$ cat src/rtl/connect4_turn_ctrl.sv
// Connect-4 turn sequencer: validates column drops, issues one board write per legal move,
// then samples the board's win flag to pass the turn or end the game.
module connect4_turn_ctrl #(
    parameter int ROWS        = 6,
    parameter int COLS        = 7,
    parameter int ADDR_BASE   = 11,
    parameter int ADDR_STRIDE = 4
) (
    input  logic       clk,
    input  logic       rst,
    input  logic       drop_valid,
    input  logic [2:0] drop_col,
    output logic       drop_ready,
    output logic       reject,
    output logic [2:0] colval,
    output logic [4:0] waddr,
    output logic       Player,
    input  logic       winflag,
    output logic       game_over,
    output logic [1:0] winner,
    output logic       draw,
    output logic [5:0] move_count
);

    typedef enum logic [1:0] {IDLE, WRITE, CHECK, OVER} state_t;

    localparam logic [2:0] NO_COL    = 3'd7;
    localparam logic [2:0] FULL_COL  = 3'(ROWS);
    localparam logic [2:0] BOTTOM    = 3'(ROWS - 1);
    localparam logic [5:0] ALL_MOVES = 6'(ROWS * COLS);

    state_t     state;
    state_t     state_next;
    logic [2:0] height [COLS];
    logic [2:0] col_q;
    logic [2:0] sel_height;
    logic [2:0] land_row;
    logic [4:0] land_addr;
    logic       col_ok;
    logic       legal;
    logic       take;

    always_ff @(posedge clk) begin
        if (!rst) begin
            state <= IDLE;
        end else begin
            state <= state_next;
        end
    end

    always_comb begin
        state_next = state;
        case (state)
            IDLE:    if (take && legal) state_next = WRITE;
            WRITE:   state_next = CHECK;
            CHECK:   state_next = (winflag || move_count == ALL_MOVES) ? OVER : IDLE;
            OVER:    state_next = OVER;
            default: state_next = IDLE;
        endcase
    end

    // An out-of-range column reads as a full column, so a single test covers both illegal cases.
    always_comb begin
        sel_height = FULL_COL;
        col_ok     = 1'b0;
        for (int i = 0; i < COLS; i++) begin
            if (int'(drop_col) == i) begin
                sel_height = height[i];
                col_ok     = 1'b1;
            end
        end
        legal      = col_ok && (sel_height != FULL_COL);
        drop_ready = (state == IDLE);
        take       = drop_ready && drop_valid;
        land_row   = BOTTOM - sel_height;
        land_addr  = 5'(ADDR_BASE + ADDR_STRIDE * int'(land_row));
    end

    // colval is loaded on acceptance so it is valid exactly during WRITE and parked at 7 otherwise.
    always_ff @(posedge clk) begin
        if (!rst) begin
            for (int i = 0; i < COLS; i++) begin
                height[i] <= 3'd0;
            end
            col_q      <= 3'd0;
            colval     <= NO_COL;
            waddr      <= 5'd0;
            reject     <= 1'b0;
            Player     <= 1'b1;
            game_over  <= 1'b0;
            winner     <= 2'b00;
            draw       <= 1'b0;
            move_count <= 6'd0;
        end else begin
            reject <= take && !legal;
            colval <= NO_COL;
            case (state)
                IDLE: begin
                    if (take && legal) begin
                        col_q  <= drop_col;
                        colval <= drop_col;
                        waddr  <= land_addr;
                    end
                end
                WRITE: begin
                    for (int i = 0; i < COLS; i++) begin
                        if (int'(col_q) == i && height[i] != FULL_COL) begin
                            height[i] <= height[i] + 3'd1;
                        end
                    end
                    move_count <= move_count + 6'd1;
                end
                CHECK: begin
                    // A win on the last free cell is still a win, never a draw.
                    if (winflag) begin
                        winner    <= Player ? 2'b01 : 2'b10;
                        game_over <= 1'b1;
                    end else if (move_count == ALL_MOVES) begin
                        draw      <= 1'b1;
                        game_over <= 1'b1;
                    end else begin
                        Player <= ~Player;
                    end
                end
                default: begin
                end
            endcase
        end
    end

endmodule

$ cat config.mk
export PLATFORM = sky130hd
export DESIGN_NAME = connect4_turn_ctrl
export DESIGN_NICKNAME = d
export VERILOG_FILES = /design/src/rtl/connect4_turn_ctrl.sv
export SDC_FILE = /design/constraint.sdc
export NUM_CORES = 1
export LEC_CHECK = 0
export ABC_AREA = 1
export BUFFER_PORTS_ARGS = -buffer_cell sky130_fd_sc_hd__buf_2
export CAP_MARGIN = 5
export CORE_MARGIN = 4
export CORE_UTILIZATION = 40
export CTS_BUF_LIST = sky130_fd_sc_hd__clkbuf_16
export CTS_CLUSTER_DIAMETER = 50
export DETAILED_ROUTE_END_ITERATION = 10
export PLACE_DENSITY = 0.56
export SLEW_MARGIN = 20
export SYNTH_ARGS = -nofsm -noshare
export SYNTH_HDL_FRONTEND = slang
export SYNTH_SLANG_ARGS = --single-unit
$ cat constraint.sdc
create_clock -name clk -period 1.9 [get_ports clk]
set_clock_uncertainty 0.05 [all_clocks]
set_input_delay 0.19 -clock clk [delete_from_list [all_inputs] [get_ports clk]]
set_output_delay 0.19 -clock clk [all_outputs]
set_load 0.03 [all_outputs]
==> metrics <==
# IOs=28; Hold Fails Final Rpt=0; Max stage delay on crit path=450 ps; post-route ant nets=0; unrepaired setup endpoints after global routing=false; Layout area overhead=14.61%; clk buf depth=2; largest net degree at the start of global routing=17; Ys Warns=0; initial core utilization=42.20%; Min-Delay Path Class=primary input to flop; Synth Flop Type=dfxtp_1; final net count=339; Port Buffers=27; crit-path leading delay family=simple AND/OR/NAND/NOR gates; largest cells by area after synthesis=edfxtp_1 (26%), dfxtp_1 (20%), nor2_1 (8.7%); # diodes=0; Routed WL=4826 um; Util after Layout=48.37%; Seq/Total Area, Yosys=46.66%; die height=85.15 um; grt ovf=0; GRT Total Usage=14.25%; max frequency=603.9 MHz; Die ar.=7251 sq um; Crit path buffers/inverters=0; clock slew at reported path FFs=70 ps; cts hold-fix bufs=0; vias in the first global route=1824; final setup fails=0; first-pass GRT wire length=8293 um; Post-synth EDFFs=21; CP Max Fanout=13; setup_tns=0 ps; Core Area=5642 sq um; Root Driver=clkbuf_16; Avg Cell Area, Syn=8.296 sq um; Iter 0 DRT Violations=93; Async S/R FF share, synth=0%; most numerous cell in the Yosys netlist=nor2_1; Syn Inst Count=287; CP Class=flop to flop; MaxCap Viol Count=0; Slew HR=66.63%; Pre-antenna DRT Iters=4; Die X-Extent=85.15 um; GP Congestion=0.9025; Sink Count=45; CTS tree=yes; worst slew pin tran=495.4 ps; CP most frequent cell=nand2_1; share of cells above drive strength 1=16.40%; crit path DAT=1780 ps; row cnt=27; most frequent cells after synthesis=nor2_1 (55), nand2_1 (43), inv_1 (35); area leader, netlist=edfxtp_1; CP max stage cell=edfxtp_1; DRC Markers=0; pwr dens=940.3 nW/um^2; cts repair resizes=0; TritonCTS buffer count=5; peak supply drop=0.4446 mV; post-synth top area share=26.48%; critical path capture point type=flop; initial antenna violation count=0; Vias=1867; drt wl/cell=12.41 um; Post-Syn Area=2381 sq um; dpl hpwl=3660 um; synth unique cells=28; post-CTS setup buffers=0; Synth Register Bits=45; vias per inst=4.799; outcome=finished, final reports clean; Worst-Skew Late Latency=290 ps; Final Cycle Share=87.16%; Post-Syn Nets=310; minimum clock period=1656 ps; cells along the critical path=nand3_1, nand2_1, nor2_1, nand4_1, nand2_1, nand3_2, nand2_1, a21oi_1; Startpoint Class=flop; H-tree depth=2; max-slew violations=0; CP required=2030 ps; final instance area=2729 sq um; placed inst area=2579 sq um; leakage power=1.218 nW
[power by group]
group | switching, mW | leakage, nW | internal [mW]
logic | 0.343 | 0.734 | 0.160
registers | 0.0694 | 0.413 | 1.10
clock network | 0.396 | 0.0708 | 0.497
total | 0.809 | 1.22 | 1.76
[metrics by stage]
stage	std cells	hold WS [ps]	total power, mW	worst slack (ps)
after global routing	389	161.3	2.712	5.252
final	389	140.9	2.566	244.0
after CTS	389	137.8	2.591	246.8
after detailed placement	381	388.0	1.699	145.4
after floorplan	287	281.8	1.557	231.6
after global placement	381	392.1	1.695	206.6
[cells in the final DEF, fill, tap and decap left out]
master	netlist	final
a21oi_1	10	10
a21oi_2	2	2
buf_2	1	27
buf_4	2	4
clkbuf_16	0	5
clkinvlp_4	0	1
dfxtp_1	24	24
edfxtp_1	21	21
ha_1	16	16
inv_1	35	35
inv_2	3	3
inv_6	0	2
nand2_1	43	43
nand2_2	2	2
nand3_1	17	17
nand3_2	2	2
nand3b_1	1	1
nand4_1	15	15
nor2_1	55	55
nor2_4	1	1
nor3_1	6	6
nor3_4	1	1
nor3b_1	1	1
nor4_1	1	1
o21ai_0	11	11
or2_0	1	1
or2_2	2	2
xnor2_1	8	8
[sequential cells by signal (all words and copies together) (netlist names)]
| register | count |
|---|---|
| height | 21 |
| move_count | 6 |
| waddr | 4 |
| col_q | 3 |
| colval | 3 |
| state | 2 |
| winner | 2 |
| Player | 1 |
| draw | 1 |
| game_over | 1 |
| reject | 1 |
[worst reg2reg max path, cell delays in order, from the launching register on]
cell      delay, ps
edfxtp_1        450
nand3_1         130
nand2_1          60
nor2_1           80
nand4_1          80
nand2_1         140
nand3_2         250
nand2_1         230
a21oi_1          90
[final cells by class]
cell class	count	area, sq um
clock buffers	5	125.1
repair buffers	31	165.2
fillers	526	2913
well taps	72	90.09
flip-flops and latches	45	1111
clock inverters	3	25.02
multi-input cells	195	1070
inverters	38	142.6
[routing by layer]
layer	track usage (%)	share of wire [%]	vias up
li1	-	-	994
met1	18.77	50	837
met2	23.02	46	29
met3	3.301	3.1	7
met4	4.748	1.7	0
met5	0	0	-
[worst paths after layout]
| kind | cells after the start | to | startpoint | slack, ps |
|---|---|---|---|---|
| setup / recovery | 8 | waddr[1] | height[0][0] | 240 |
| hold / removal | 3 | reject | drop_valid | 140 |
| setup reg to reg | 8 | waddr[1] | height[0][0] | 240 |
| hold reg to reg | 2 | waddr[4] | waddr[4] | 390 |
[logic make-up (layout without fill, tap and decap cells)]
| family | count (synthesis) | after routing | synth area share (%) |
|---|---|---|---|
| AND/OR/NAND/NOR | 148 | 148 | 28.43 |
| AO/OA/AOI/OAI | 23 | 23 | 5.150 |
| adder cells (fa/ha/maj) | 16 | 16 | 8.408 |
| flip-flops | 45 | 45 | 46.66 |
| buffers and inverters | 47 | 77 | 8.407 |
| XOR/XNOR | 8 | 8 | 2.943 |
(Power assumes the default switching activity.)
